<file path="config.mk">
export PLATFORM = sky130hd
export DESIGN_NAME = vga_cfg_arbiter
export DESIGN_NICKNAME = d
export VERILOG_FILES = /design/src/rtl/vga_cfg_arbiter.sv
export SDC_FILE = /design/constraint.sdc
export NUM_CORES = 1
export LEC_CHECK = 0
export ABC_AREA = 1
export CAP_MARGIN = 5
export CORE_ASPECT_RATIO = 0.8
export CORE_UTILIZATION = 43
export CTS_CLUSTER_DIAMETER = 80
export DETAILED_ROUTE_END_ITERATION = 8
export GPL_ROUTABILITY_DRIVEN = 0
export PLACE_DENSITY_LB_ADDON = 0.3
export SLEW_MARGIN = 20
export SYNTH_ARGS = -nofsm -noshare
export SYNTH_HDL_FRONTEND = slang
export SYNTH_SLANG_ARGS = --single-unit
</file>
<file path="constraint.sdc">
create_clock -name clk -period 1.9 [get_ports clk]
set_input_delay 0.19 -clock clk [delete_from_list [all_inputs] [get_ports clk]]
set_output_delay 0.19 -clock clk [all_outputs]
set_load 0.05 [all_outputs]
</file>
<file path="src/rtl/vga_cfg_arbiter.sv">
// Round-robin arbiter sequencing VGA resolution changes: validate, one-cycle write, wait for load (timeout), ack, hold-off.
// Ack lands 3 cycles after grant (1 if rejected); VGA_CFG_SKIP_SAME_EN skips the bus when the mode is already applied.
module vga_cfg_arbiter #(
  parameter int                      CONFIG_WIDTH    = 8,
  parameter logic [CONFIG_WIDTH-1:0] ADDR_VGA_CONFIG = {{(CONFIG_WIDTH-1){1'b0}}, 1'b1},
  parameter int                      TIMEOUT         = 16,
  parameter int                      GAP_CYCLES      = 4
) (
  input  logic                    clk,
  input  logic                    rst,
  input  logic                    req0,
  input  logic [CONFIG_WIDTH-1:0] addr0,
  input  logic [CONFIG_WIDTH-1:0] data0,
  output logic                    ack0,
  output logic                    err0,
  input  logic                    req1,
  input  logic [CONFIG_WIDTH-1:0] addr1,
  input  logic [CONFIG_WIDTH-1:0] data1,
  output logic                    ack1,
  output logic                    err1,
  output logic                    c_valid,
  output logic [CONFIG_WIDTH-1:0] c_addr,
  output logic [CONFIG_WIDTH-1:0] c_data,
  input  logic                    c_ready,
  output logic                    busy,
  output logic [1:0]              cur_mode
);

  localparam int CNT_MAX = (TIMEOUT > GAP_CYCLES) ? TIMEOUT : GAP_CYCLES;
  localparam int CW      = $clog2(CNT_MAX + 1);
  localparam logic [CW-1:0] TO_LAST  = CW'(TIMEOUT - 1);
  localparam logic [CW-1:0] GAP_LAST = CW'((GAP_CYCLES > 0) ? GAP_CYCLES - 1 : 0);
  localparam logic [CONFIG_WIDTH-1:0] MAX_CODE = CONFIG_WIDTH'(2);

  typedef enum logic [2:0] {IDLE, ISSUE, WAIT_RDY, RESP, HOLDOFF} state_t;

  state_t                  state, state_nx;
  logic [CW-1:0]           cnt, cnt_nx;
  logic                    rr, rr_nx;
  logic                    gnt, gnt_nx;
  logic                    bus_q, bus_nx;
  logic [1:0]              pend_mode, pend_nx;
  logic [1:0]              mode_nx;
  logic                    err_nx;
  logic                    ack0_nx, ack1_nx, err0_nx, err1_nx;
  logic                    c_valid_nx, busy_nx;
  logic [CONFIG_WIDTH-1:0] c_addr_nx, c_data_nx;

  logic                    any_req, sel, sel_ok;
  logic [CONFIG_WIDTH-1:0] sel_addr, sel_data;

  // rr holds the last granted requester; on a tie the other one wins.
  always_comb begin
    any_req  = req0 | req1;
    sel      = (req0 && req1) ? ~rr : req1;
    sel_addr = sel ? addr1 : addr0;
    sel_data = sel ? data1 : data0;
    sel_ok   = (sel_addr == ADDR_VGA_CONFIG) && (sel_data <= MAX_CODE);
  end

  always_comb begin
    state_nx  = state;
    cnt_nx    = cnt;
    rr_nx     = rr;
    gnt_nx    = gnt;
    bus_nx    = bus_q;
    pend_nx   = pend_mode;
    mode_nx   = cur_mode;
    err_nx    = 1'b0;
    c_addr_nx = '0;
    c_data_nx = '0;

    case (state)
      IDLE: begin
        if (any_req) begin
          rr_nx  = sel;
          gnt_nx = sel;
          if (!sel_ok) begin
            state_nx = RESP;
            err_nx   = 1'b1;
            bus_nx   = 1'b0;
          end
`ifdef VGA_CFG_SKIP_SAME_EN
          else if (sel_data[1:0] == cur_mode) begin
            state_nx = RESP;
            bus_nx   = 1'b0;
          end
`endif
          else begin
            state_nx  = ISSUE;
            bus_nx    = 1'b1;
            pend_nx   = sel_data[1:0];
            c_addr_nx = sel_addr;
            c_data_nx = sel_data;
          end
        end
      end

      ISSUE: begin
        state_nx = WAIT_RDY;
        cnt_nx   = '0;
      end

      // A load pulse on the final timeout cycle still counts as success.
      WAIT_RDY: begin
        if (c_ready) begin
          state_nx = RESP;
          mode_nx  = pend_mode;
        end else if (cnt == TO_LAST) begin
          state_nx = RESP;
          err_nx   = 1'b1;
        end else begin
          cnt_nx = cnt + 1'b1;
        end
      end

      RESP: begin
        if (bus_q && (GAP_CYCLES > 0)) begin
          state_nx = HOLDOFF;
          cnt_nx   = '0;
        end else begin
          state_nx = IDLE;
        end
      end

      HOLDOFF: begin
        if (cnt == GAP_LAST) state_nx = IDLE;
        else                 cnt_nx   = cnt + 1'b1;
      end

      default: state_nx = IDLE;
    endcase

    c_valid_nx = (state_nx == ISSUE);
    busy_nx    = (state_nx != IDLE);
    ack0_nx    = (state_nx == RESP) && !gnt_nx;
    ack1_nx    = (state_nx == RESP) &&  gnt_nx;
    err0_nx    = ack0_nx && err_nx;
    err1_nx    = ack1_nx && err_nx;
  end

  always_ff @(posedge clk) begin
    if (rst) begin
      state     <= IDLE;
      cnt       <= '0;
      rr        <= 1'b1;
      gnt       <= 1'b0;
      bus_q     <= 1'b0;
      pend_mode <= 2'b00;
      cur_mode  <= 2'b00;
      ack0      <= 1'b0;
      err0      <= 1'b0;
      ack1      <= 1'b0;
      err1      <= 1'b0;
      c_valid   <= 1'b0;
      c_addr    <= '0;
      c_data    <= '0;
      busy      <= 1'b0;
    end else begin
      state     <= state_nx;
      cnt       <= cnt_nx;
      rr        <= rr_nx;
      gnt       <= gnt_nx;
      bus_q     <= bus_nx;
      pend_mode <= pend_nx;
      cur_mode  <= mode_nx;
      ack0      <= ack0_nx;
      err0      <= err0_nx;
      ack1      <= ack1_nx;
      err1      <= err1_nx;
      c_valid   <= c_valid_nx;
      c_addr    <= c_addr_nx;
      c_data    <= c_data_nx;
      busy      <= busy_nx;
    end
  end

endmodule

</file>
# [After elaboration in Yosys (flattened, before gate mapping)]
# Index checks and enable logic that the tools add are counted.
[word_totals] inputBits=37 word_cells=73 register_bits=37
[op_classes] muxes=23 reduce_logical=15 magnitude_cmp=1 bitwise=5 n_eq_ne=13 addsub=1
[ops] cell="5-bit two-way mux" count=4
[ops] cell="5-bit one-hot mux with 4 select lines" count=1
[ops] cell="8-bit two-way mux" count=2
[ops] cell="3-bit two-way mux" count=5
[ops] cell="3-bit one-hot mux with 5 select lines" count=1
[ops] cell="3-bit by 2-bit == test with 1-bit output, second input constant" count=3
[ops] cell="8-bit by 1-bit == test with 1-bit output, second input constant" count=1
[ops] cell="8-bit by 2-bit <= comparator with 1-bit output, second input constant" count=1
[ops] cell="1-bit two-way mux" count=8
[ops] cell="2-bit inequality test, second input constant" count=4
[ops] cell="3-bit by 1-bit == test with 1-bit output, second input constant" count=2
[ops] cell="1-bit logical AND" count=6
[ops] cell="5-bit by 1-bit adder with 5-bit output, second input constant" count=1
[ops] cell="5-bit by 2-bit == test with 1-bit output, second input constant" count=1
[ops] cell="5-bit by 4-bit == test with 1-bit output, second input constant" count=1
[ops] cell="5-bit AND reduction" count=1
[ops] cell="1-bit inverter" count=4
[ops] cell="2-bit AND reduction" count=2
[ops] cell="4-bit nonzero test" count=1
[ops] cell="4-bit OR reduction" count=1
[ops] cell="3-bit == test, second input constant" count=1
[ops] cell="3-bit zero test" count=1
[ops] cell="3-bit AND reduction" count=1
[ops] cell="3-bit nonzero test" count=1
[ops] cell="4 further kinds" count=4

# [Longest topological paths before layout]
# Gate-level depths: netlist of run 1.
[logic_depth] word_depth=11 ltp_mapped=14 ltp_nobuf=14

# [Worst setup path before layout of run 1]
# OpenSTA, ideal clock, no wires.
[synth_timing] path_kind="register to register" from="reg cnt[0]" to="reg cnt[4]" setup_slack_ps=256 stages_incl_launch_ff=14 setup_ps=121 t_arrival_ps=1523 period_less_slack_ps=1644 t_required_ps=1779 cell_sequence="dfxtp_1 -> ha_1 -> inv_1 -> nor3_1 -> ha_1 -> inv_1 -> nor2_1 -> inv_1 -> o21ai_0 -> nor2_1 -> nand2_2 -> inv_1 -> o21ai_0 -> nor2_1"
[synth_between] elab_chain_len=4
[synth_lines] element="start: declaration" line_no="38" source="logic [CW-1:0] cnt, cnt_nx;"
[synth_lines] element="start signal: assignment" line_no="161" source="cnt <= cnt_nx;"
[synth_lines] element="5-bit by 1-bit adder with 5-bit output" line_no="113, 128"
[synth_lines] element="5-bit two-way mux" line_no="109" source="end else if (cnt == TO_LAST) begin"
[synth_lines] element="5-bit two-way mux" line_no="106" source="if (c_ready) begin"
[synth_lines] element="5-bit one-hot mux with 4 select lines" line_no="73" source="case (state)"
# Several ways; a longest one is shown, not always the timed one. The select of a mux whose other input is x is not followed.
# A chain may end at the register's enable or synchronous reset.

# [Worst setup path after layout of run 1]
[layout_timing] from="reg cnt[1]" to="reg cnt[3]"
# Same word-level chain as after synthesis.

==> impl_metrics.env, run 1 <==
export IMPL_antenna_cells=0
export IMPL_grt_busiest_layer="met2"
export IMPL_clock_path_buffers=2
export IMPL_grt_pass1_wl_mm=6.41
export IMPL_cts_root_buf="clkbuf_8"
export IMPL_gr_usage_met3_pct=6.10
export IMPL_status="completed"
export IMPL_clock_sinks=37
export IMPL_ys_ff_latch=37
export IMPL_cpPeakStageDelay_ns=0.37
export IMPL_nets=347
export IMPL_slew_headroom_pct=65.7
export IMPL_synthXorXnorAreaFrac_pct=0.543
export IMPL_drc=0
export IMPL_multi_input_area_um2=778
export IMPL_finalCritPeriodShare_pct=96.2
export IMPL_syn_inst=223
export IMPL_worstMarginPinSlew_ns=0.513
export IMPL_grt_use_met1_pct=24.8
export IMPL_clock_skew_ns=0.00202
export IMPL_synth_simple_area_share_pct=36.5
export IMPL_fin_crit_ns=1.83
export IMPL_fmax_ghz=0.547
export IMPL_hpwl_mm=2.93
export IMPL_grt_pass1_vias=1584
export IMPL_clk_pin_slew_ns=0.07
export IMPL_cp_arrival_ns=2.04
export IMPL_postRouteAntennaNets=0
export IMPL_core_area_mm2=0.00349
export IMPL_drv_cap=0
export IMPL_drtIter0Drc=55
export IMPL_fin_ws_ns=0.0718
export IMPL_final_cell_mix="clkdlybuf4s50_1, nand2_1, nor2_1, dfxtp_1, nand3_1"
export IMPL_cts_tree="yes"
export IMPL_synth_top_family_by_area="simple AND/OR/NAND/NOR gates"
export IMPL_final_max_slew_violation_count=0
export IMPL_cp_required_ns=2.11
export IMPL_grt_util_all_layers_pct=20.5
export IMPL_holdCritPathClass="register to register"
export IMPL_num_rows=19
export IMPL_path_delay_family="simple AND/OR/NAND/NOR gates"
export IMPL_place_area_mm2=0.00232
export IMPL_vdd_ir_drop_max_v=0.000666
export IMPL_crit_slowest_cell="dfxtp_4"
export IMPL_grt_overflow=0
export IMPL_dieHeight_um=56.8
export IMPL_crit_path_start_kind="register"
export IMPL_layout_commonest_cell="clkdlybuf4s50_1"
export IMPL_cts_hold_buf=0
export IMPL_crit_buf_inv=3
export IMPL_synth_distinct_cells=27
export IMPL_synth_ff_type="dfxtp_1"
export IMPL_mappedNetlistArea_mm2=0.00161
export IMPL_port_buffers=60
export IMPL_postSynth_asyncResetShare_pct=0
export IMPL_path_class="register to register"
export IMPL_synth_enable_flop_cells=0
export IMPL_antenna_found_initial=0
export IMPL_fillers=287
export IMPL_io_pins=61
export IMPL_finalHoldViolCount=0
export IMPL_fin_area_mm2=0.00249
export IMPL_clk_latency_ns=0.28
export IMPL_cts_buffers=5
export IMPL_via_per_inst=4.70
export IMPL_htree_levels=2
export IMPL_critPathCaptureType="register"
export IMPL_synth_warnings=0
export IMPL_regArea_um2=748
export IMPL_seq_area_frac_synth_pct=46.0
export IMPL_die_area_mm2=0.00400
export IMPL_synth_compound_area_share_pct=5.20
export IMPL_setup_viol=0
export IMPL_area_growth_pct=54.3
export IMPL_use_met2_pct=33.1
export IMPL_die_x_um=70.4
export IMPL_drive_gt1_share_pct=10.7
export IMPL_via_count=1648
export IMPL_synth_fa_ha_area_share_pct=1.55
export IMPL_dr_pass1_iters=4
export IMPL_muxShareOfSynthArea_pct=0
export IMPL_grt_max_degree=18
export IMPL_synth_area_per_cell_um2=7.23
export IMPL_powerDensity_mw_per_mm2=903
export IMPL_wl_mm=3.80
export IMPL_place_ws_ns=-0.0954
export IMPL_crit_fanout=7
export IMPL_start_util_pct=46.1
export IMPL_path_cells="ha_4 > inv_2 > nor3_2 > ha_2 > inv_1 > nor2_1 > inv_1 > o21ai_1 > nor2_1 > nand2_2 > o21ai_2 > nor3b_1"
export IMPL_p_leak_uw=0.00117
export IMPL_wire_per_inst_um=10.8
stage by stage:
stage	utilization (%)	hold slack (ns)	setup TNS (ns)	std cells	power [µW]
floorplan	-	0.259	0	235	1310
global placement	66.4	0.465	-0.0649	341	1510
detailed placement	66.4	0.467	-0.607	341	1520
CTS	69.7	0.478	0	349	2210
global route	71.2	0.497	-0.0600	351	2370
finish	71.2	0.474	0	351	2250
layer usage:
layer / vias to the layer above / routed length (µm)
met5: - / 0
met4: 0 / 70
met3: 7 / 293
met2: 55 / 1700
met1: 731 / 1730
li1: 855 / -
layout make-up:
cell class	instances	area share (%)
clock inverter	1	1.21
timing repair buffer	70	27.3
tap	42	2.11
sequential	37	30.1
clock buffer	7	3.47
inverter	30	4.53
multi-input combinational	164	31.3
cells in the mapped netlist (2+ instances only):
library cell   n  share of area (%)
inv_1         28                6.5
o21ai_0        7                2.2
a21oi_1        2               0.62
nand2_4        2                1.4
nor2_1        39                9.1
nand4_1        2               0.78
dfxtp_1       37                 46
nand2_1       52                 12
nand3_1       28                8.7
nand2_2        2               0.78
nor3_1         4                1.2
buf_6          3                2.1
ha_1           2                1.6
nand3b_1       2               0.93
flip-flops by register name (all words and copies together), names as in the netlist, 2 cells and up:
name,count
c_addr,8
c_data,8
cnt,5
state,3
cur_mode,2
pend_mode,2
worst paths after layout:
check | from | end | slack (ns) | depth (start not counted)
max | cnt[1]$_SDFFE_PP0P_ | cnt[3]$_SDFFE_PP0P_ | 0.07 | 12
min | pend_mode[1]$_SDFFE_PP0P_ | pend_mode[1]$_SDFFE_PP0P_ | 0.47 | 2
max reg2reg | cnt[1]$_SDFFE_PP0P_ | cnt[3]$_SDFFE_PP0P_ | 0.07 | 12
min reg2reg | pend_mode[1]$_SDFFE_PP0P_ | pend_mode[1]$_SDFFE_PP0P_ | 0.47 | 2
kinds of logic (layout without fill, tap and decap cells):
| logic type | count (synthesis) | in the layout |
|---|---|---|
| flops | 37 | 37 |
| fa+ha+maj | 2 | 2 |
| xor+xnor | 1 | 1 |
| compound gates | 14 | 14 |
| other cells | 1 | 13 |
| simple gates | 134 | 134 |
| buf+inv | 34 | 108 |
worst min-delay path, delay by kind of cell, from the launching register on:
kind,cells,cell delay [ns]
flops,1,0.31
simple gates,2,0.12
power breakdown:
group          switching, µW  internal, µW  total [µW]  leakage (µW)
clock                    256           427         683     0.0000585
sequential              42.8           853         895      0.000307
combinational            395           273         668      0.000807
repair_timing:
item | 4_1_cts | 5_1_grt
buffers inserted | 0 | 2
pin swaps | 0 | 7
setup endpoints to repair | 1 | 7
resized for setup | 1 | 13
(Power assumes the default switching activity.)
==> inputs of run 2 (changes only) <==
ABC_CLOCK_PERIOD_IN_PS = 1700   (was unset)
clock period = 1.7 ns   (was 1.9 ns; I/O delays follow)
==> impl_metrics.env, run 2 (same netlist as run 1, synthesis figures left out) <==
export IMPL_powerDensity_mw_per_mm2=950
export IMPL_area_growth_pct=63.8
export IMPL_drc=0
export IMPL_grt_util_all_layers_pct=21.9
export IMPL_fmax_ghz=0.556
export IMPL_die_x_um=70.4
export IMPL_postRouteAntennaNets=0
export IMPL_via_count=1758
export IMPL_path_delay_family="simple AND/OR/NAND/NOR gates"
export IMPL_grt_max_degree=18
export IMPL_grt_pass1_wl_mm=6.84
export IMPL_clock_sinks=37
export IMPL_cp_arrival_ns=2.01
export IMPL_rsz0062_at_grt="yes"
export IMPL_htree_levels=2
export IMPL_slew_headroom_pct=65.2
export IMPL_top_regs="c_addr: 8 flops, c_data: 8 flops, cnt: 5 flops"
export IMPL_layout_commonest_cell="clkdlybuf4s50_1"
export IMPL_hpwl_mm=2.98
export IMPL_critPathMostFrequentCell="nor2_1"
export IMPL_antenna_found_initial=0
export IMPL_status="finished with violations"
export IMPL_clk_pin_slew_ns=0.08
export IMPL_die_area_mm2=0.00400
export IMPL_port_buffers=60
export IMPL_cts_buffers=5
export IMPL_crit_path_start_kind="register"
export IMPL_wire_per_inst_um=12.0
export IMPL_via_per_inst=4.82
export IMPL_dr_pass1_iters=4
export IMPL_final_max_slew_violation_count=0
export IMPL_crit_buf_inv=4
export IMPL_worstMarginPinSlew_ns=0.520
export IMPL_clock_path_buffers=2
export IMPL_failed_checks="negative setup slack"
export IMPL_finalHoldViolCount=0
export IMPL_cts_root_buf="clkbuf_8"
export IMPL_setup_tns_ns=-0.420
export IMPL_crit_fanout=7
export IMPL_path_cells="ha_4 > inv_4 > nor3_4 > ha_2 > inv_1 > nor2_1 > inv_1 > o21ai_1 > nor2_1 > nand2_2 > buf_6 > nor2_1 > nor3_2"
export IMPL_dieHeight_um=56.8
export IMPL_fin_crit_ns=1.80
export IMPL_critPathCaptureType="register"
export IMPL_fin_ws_ns=-0.0996
export IMPL_grt_overflow=0
export IMPL_place_inst=351
export IMPL_start_util_pct=46.1
export IMPL_finalCritPeriodShare_pct=106
export IMPL_fillers=261
export IMPL_p_leak_uw=0.00127
export IMPL_wl_mm=4.38
export IMPL_io_pins=61
export IMPL_grt_pass1_vias=1669
export IMPL_cts_hold_buf=0
export IMPL_nets=361
export IMPL_setup_viol=5
export IMPL_fin_cells=365
export IMPL_clk_latency_ns=0.30
export IMPL_rrSetupSlack_ns=-0.1
export IMPL_cpPeakStageDelay_ns=0.36
export IMPL_vdd_ir_drop_max_v=0.000853
export IMPL_final_cell_mix="clkdlybuf4s50_1, nand2_1, nor2_1, dfxtp_1, nand3_1"
export IMPL_crit_slowest_cell="dfxtp_2"
export IMPL_drive_gt1_share_pct=18.0
export IMPL_clock_skew_ns=0.0105
export IMPL_antenna_cells=0
export IMPL_holdCritPathClass="register to register"
export IMPL_cp_required_ns=1.91
export IMPL_drv_cap=0
export IMPL_core_area_mm2=0.00349
export IMPL_drtIter0Drc=132
export IMPL_cts_tree="yes"
export IMPL_path_class="register to register"
export IMPL_num_rows=19
==> run 2: tightest hold or removal path: stages (launching register included) <==
cell	delay, ns
dfxtp_1	0.31
nand3_1	0.08
nand2_1	0.05
==> run 2: timing repair <==
item / 4_1_cts / 5_1_grt
pin swaps: 3 / 7
cloned: 0 / 1
hold endpoints to repair: 0 / 0
setup endpoints to repair: 8 / 17
setup buffers: 4 / 2
resized for setup: 14 / 20
==> run 2: layout make-up <==
type                            count  area, µm²  share of cell area [%]
Clock buffer                        5       68.8                    2.61
Timing Repair Buffer               83        791                    30.0
Tap cell                           42       52.6                    1.99
Inverter                           30        118                    4.45
Clock inverter                      3       17.5                   0.664
Multi-Input combinational cell    165        845                    32.0
Sequential cell                    37        748                    28.3
==> run 2: worst paths after layout <==
path,start,to,cells after the start
max reg2reg,cnt[0]$_SDFFE_PP0P_,cnt[1]$_SDFFE_PP0P_,13
min,pend_mode[1]$_SDFFE_PP0P_,pend_mode[1]$_SDFFE_PP0P_,2
min reg2reg,pend_mode[1]$_SDFFE_PP0P_,pend_mode[1]$_SDFFE_PP0P_,2
max,cnt[0]$_SDFFE_PP0P_,cnt[1]$_SDFFE_PP0P_,13
==> run 2: metrics by stage <==
| step | util (%) | setup slack [ns] | hold slack [ns] | area, µm² | total power [µW] |
|---|---|---|---|---|---|
| 6_report | 75.5 | -0.0996 | 0.481 | 2640 | 2510 |
| 5_1_grt | 75.5 | -0.247 | 0.520 | 2640 | 2640 |
| 4_1_cts | 73.0 | -0.0217 | 0.480 | 2550 | 2420 |
| 3_5_place_dp | 68.5 | -0.268 | 0.468 | 2390 | 1750 |
| 3_3_place_gp | 68.5 | -0.200 | 0.465 | 2390 | 1730 |
| 2_1_floorplan | - | 0.0560 | 0.239 | 1660 | 1460 |
==> run 2: routing by layer <==
metal	global-route usage (%)	part of all wire (%)
met4	8.29	2.2
met5	0	0
met1	27.2	43
met2	35.1	46
met3	7.36	9.2
==> run 2: report_power, final <==
group / switching (µW) / internal (µW) / leakage [µW]
logic: 522 / 393 / 0.000919
registers: 46.1 / 950 / 0.000307
clock network: 314 / 282 / 0.0000439
total: 882 / 1620 / 0.00127
==> inputs of run 3 (changes only) <==
ABC_AREA = 0   (was 1)
CORE_UTILIZATION = 42   (was 43)
==> impl_metrics.env, run 3 <==
export IMPL_status="finished with violations"
export IMPL_failed_checks="negative setup slack"
export IMPL_r2r_start="cnt[1]$_SDFFE_PP0P_"
export IMPL_wl_mm=3.89
export IMPL_dr_pass1_iters=4
export IMPL_antenna_cells=0
export IMPL_cts_root_buf="clkbuf_8"
export IMPL_fin_crit_ns=1.88
export IMPL_wire_per_inst_um=14.1
export IMPL_grt_util_all_layers_pct=22.9
export IMPL_die_area_mm2=0.00377
export IMPL_mappedNetlistArea_mm2=0.00148
export IMPL_drc=0
export IMPL_final_cell_mix="clkdlybuf4s50_1, dfxtp_1, buf_4, conb_1, nor2_1"
export IMPL_drtIter0Drc=58
export IMPL_yosys_top_cells_count="dfxtp_1, nor2_1, nand2_1, nor4_1, nor3_1"
export IMPL_clk_latency_ns=0.29
export IMPL_area_growth_pct=68.7
export IMPL_finalCritPeriodShare_pct=111
export IMPL_ys_top_cells_by_area="dfxtp_1, mux2i_1, nor2_1"
export IMPL_die_x_um=68.4
export IMPL_clock_skew_ns=0.00711
export IMPL_top_regs="c_addr: 8 flops, c_data: 8 flops, cnt: 5 flops"
export IMPL_fin_ws_ns=-0.185
export IMPL_layout_commonest_cell="clkdlybuf4s50_1"
export IMPL_cts_tree="yes"
export IMPL_clk_pin_slew_ns=0.07
export IMPL_final_max_slew_violation_count=0
export IMPL_cts_buffers=5
export IMPL_antenna_found_initial=0
export IMPL_port_buffers=60
export IMPL_postRouteAntennaNets=0
export IMPL_synth_top_area_share_pct=50.0
export IMPL_clock_sinks=37
export IMPL_p_leak_uw=0.000979
export IMPL_core_area_mm2=0.00322
export IMPL_synth_enable_flop_cells=0
export IMPL_htree_levels=2
export IMPL_start_util_pct=46.0
export IMPL_rsz0062_at_grt="yes"
export IMPL_place_area_mm2=0.00230
export IMPL_grt_overflow=0
export IMPL_via_count=1377
export IMPL_hpwl_mm=2.91
export IMPL_drive_gt1_share_pct=25.5
export IMPL_vdd_ir_drop_max_v=0.000472
export IMPL_grt_max_degree=14
export IMPL_dieHeight_um=55.1
export IMPL_slew_headroom_pct=65.5
export IMPL_worstMarginPinSlew_ns=0.517
export IMPL_crit_path_start_kind="register"
export IMPL_worstHoldStart="cur_mode[1]$_SDFFE_PP0P_"
export IMPL_cp_arrival_ns=2.09
export IMPL_synth_ff_type="dfxtp_1"
export IMPL_grt_pass1_vias=1342
export IMPL_fin_area_mm2=0.00250
export IMPL_ys_ff_latch=37
export IMPL_powerDensity_mw_per_mm2=905
export IMPL_setup_viol=5
export IMPL_num_rows=18
export IMPL_seq_area_frac_synth_pct=50.0
export IMPL_synth_most_common_cell="dfxtp_1"
export IMPL_postSynth_asyncResetShare_pct=0
export IMPL_final_util_pct=77.6
export IMPL_holdCritPathClass="register to register"
export IMPL_syn_inst=141
export IMPL_grt_pass1_wl_mm=6.00
export IMPL_clock_path_buffers=2
export IMPL_synth_warnings=0
export IMPL_fmax_ghz=0.531
export IMPL_synth_area_per_cell_um2=10.5
export IMPL_via_per_inst=5.01
export IMPL_fin_cells=275
export IMPL_setup_worst_path_start="cnt[1]$_SDFFE_PP0P_"
export IMPL_synth_distinct_cells=52
export IMPL_path_class="register to register"
export IMPL_finalHoldViolCount=0
export IMPL_io_pins=61
export IMPL_critPathCaptureType="register"
export IMPL_cp_required_ns=1.91
export IMPL_crit_fanout=6
export IMPL_nets=273
export IMPL_drv_cap=0
export IMPL_place_inst=266
export IMPL_cts_hold_buf=0
export IMPL_post_synth_top_area_cell="dfxtp_1"
run 3: final timing paths:
path / endpoint / slack [ns] / cells after the start
worst max-delay path: cnt[3]$_SDFFE_PP0P_ / -0.18 / 7
worst min-delay path: cur_mode[1]$_SDFFE_PP0P_ / 0.46 / 2
worst max register to register: cnt[3]$_SDFFE_PP0P_ / -0.18 / 7
worst min register to register: cur_mode[1]$_SDFFE_PP0P_ / 0.46 / 2
run 3: where the power goes:
part           internal, µW  switching [µW]
sequential              910            24.9
combinational           263             283
clock                   478             302
total                  1650             610
run 3: worst max-delay path, cell delays in order (launching register included):
cell and delay [ns]:
dfxtp_2 0.34, ha_4 0.16, and3_4 0.18, ha_4 0.16, o41a_1 0.34, o22ai_4 0.27
nand2_2 0.10, o32ai_2 0.24
run 3: timing repair:
| item | in CTS | in global routing |
|---|---|---|
| resized for setup | 8 | 10 |
| setup buffers | 1 | 2 |
| endpoints found under the setup margin | 12 | 15 |
| pin swaps | 8 | 5 |
| gates cloned | 0 | 0 |
run 3: through the flow:
step / worst slack (ns) / power [µW] / setup TNS, ns / hold slack (ns)
final: -0.185 / 2260 / -0.743 / 0.460
after detailed placement: -0.308 / 1450 / -3.72 / 0.452
after CTS: -0.186 / 2230 / -0.789 / 0.452
after global routing: -0.256 / 2340 / -1.09 / 0.490
after global placement: -0.214 / 1440 / -1.95 / 0.444
after floorplan: -0.116 / 1250 / -0.411 / 0.330
run 3: cells by family after synthesis:
family | after synthesis | share of synthesized area [%]
flops | 37 | 50.0
xor+xnor | 2 | 1.18
fa+ha+maj | 2 | 1.69
compound gates | 24 | 14.7
mux | 7 | 4.90
other cells | 1 | 0.253
buf+inv | 11 | 5.15
simple gates | 57 | 22.1
run 3: area by class of cell:
cell class | instances | area (µm²)
Tap cell | 40 | 50.0
Fill cell | 202 | 722
Clock buffer | 7 | 86.3
Multi-Input combinational cell | 105 | 815
Inverter | 5 | 21.3
Timing Repair Buffer | 80 | 753
Sequential cell | 37 | 743
Clock inverter | 1 | 30.0
run 3: layer usage:
metal | GRT usage, % | part of all wire [%]
met5 | 0 | 0
met4 | 9.72 | 0.57
met3 | 8.81 | 7.7
met2 | 39.9 | 54
met1 | 25.2 | 38
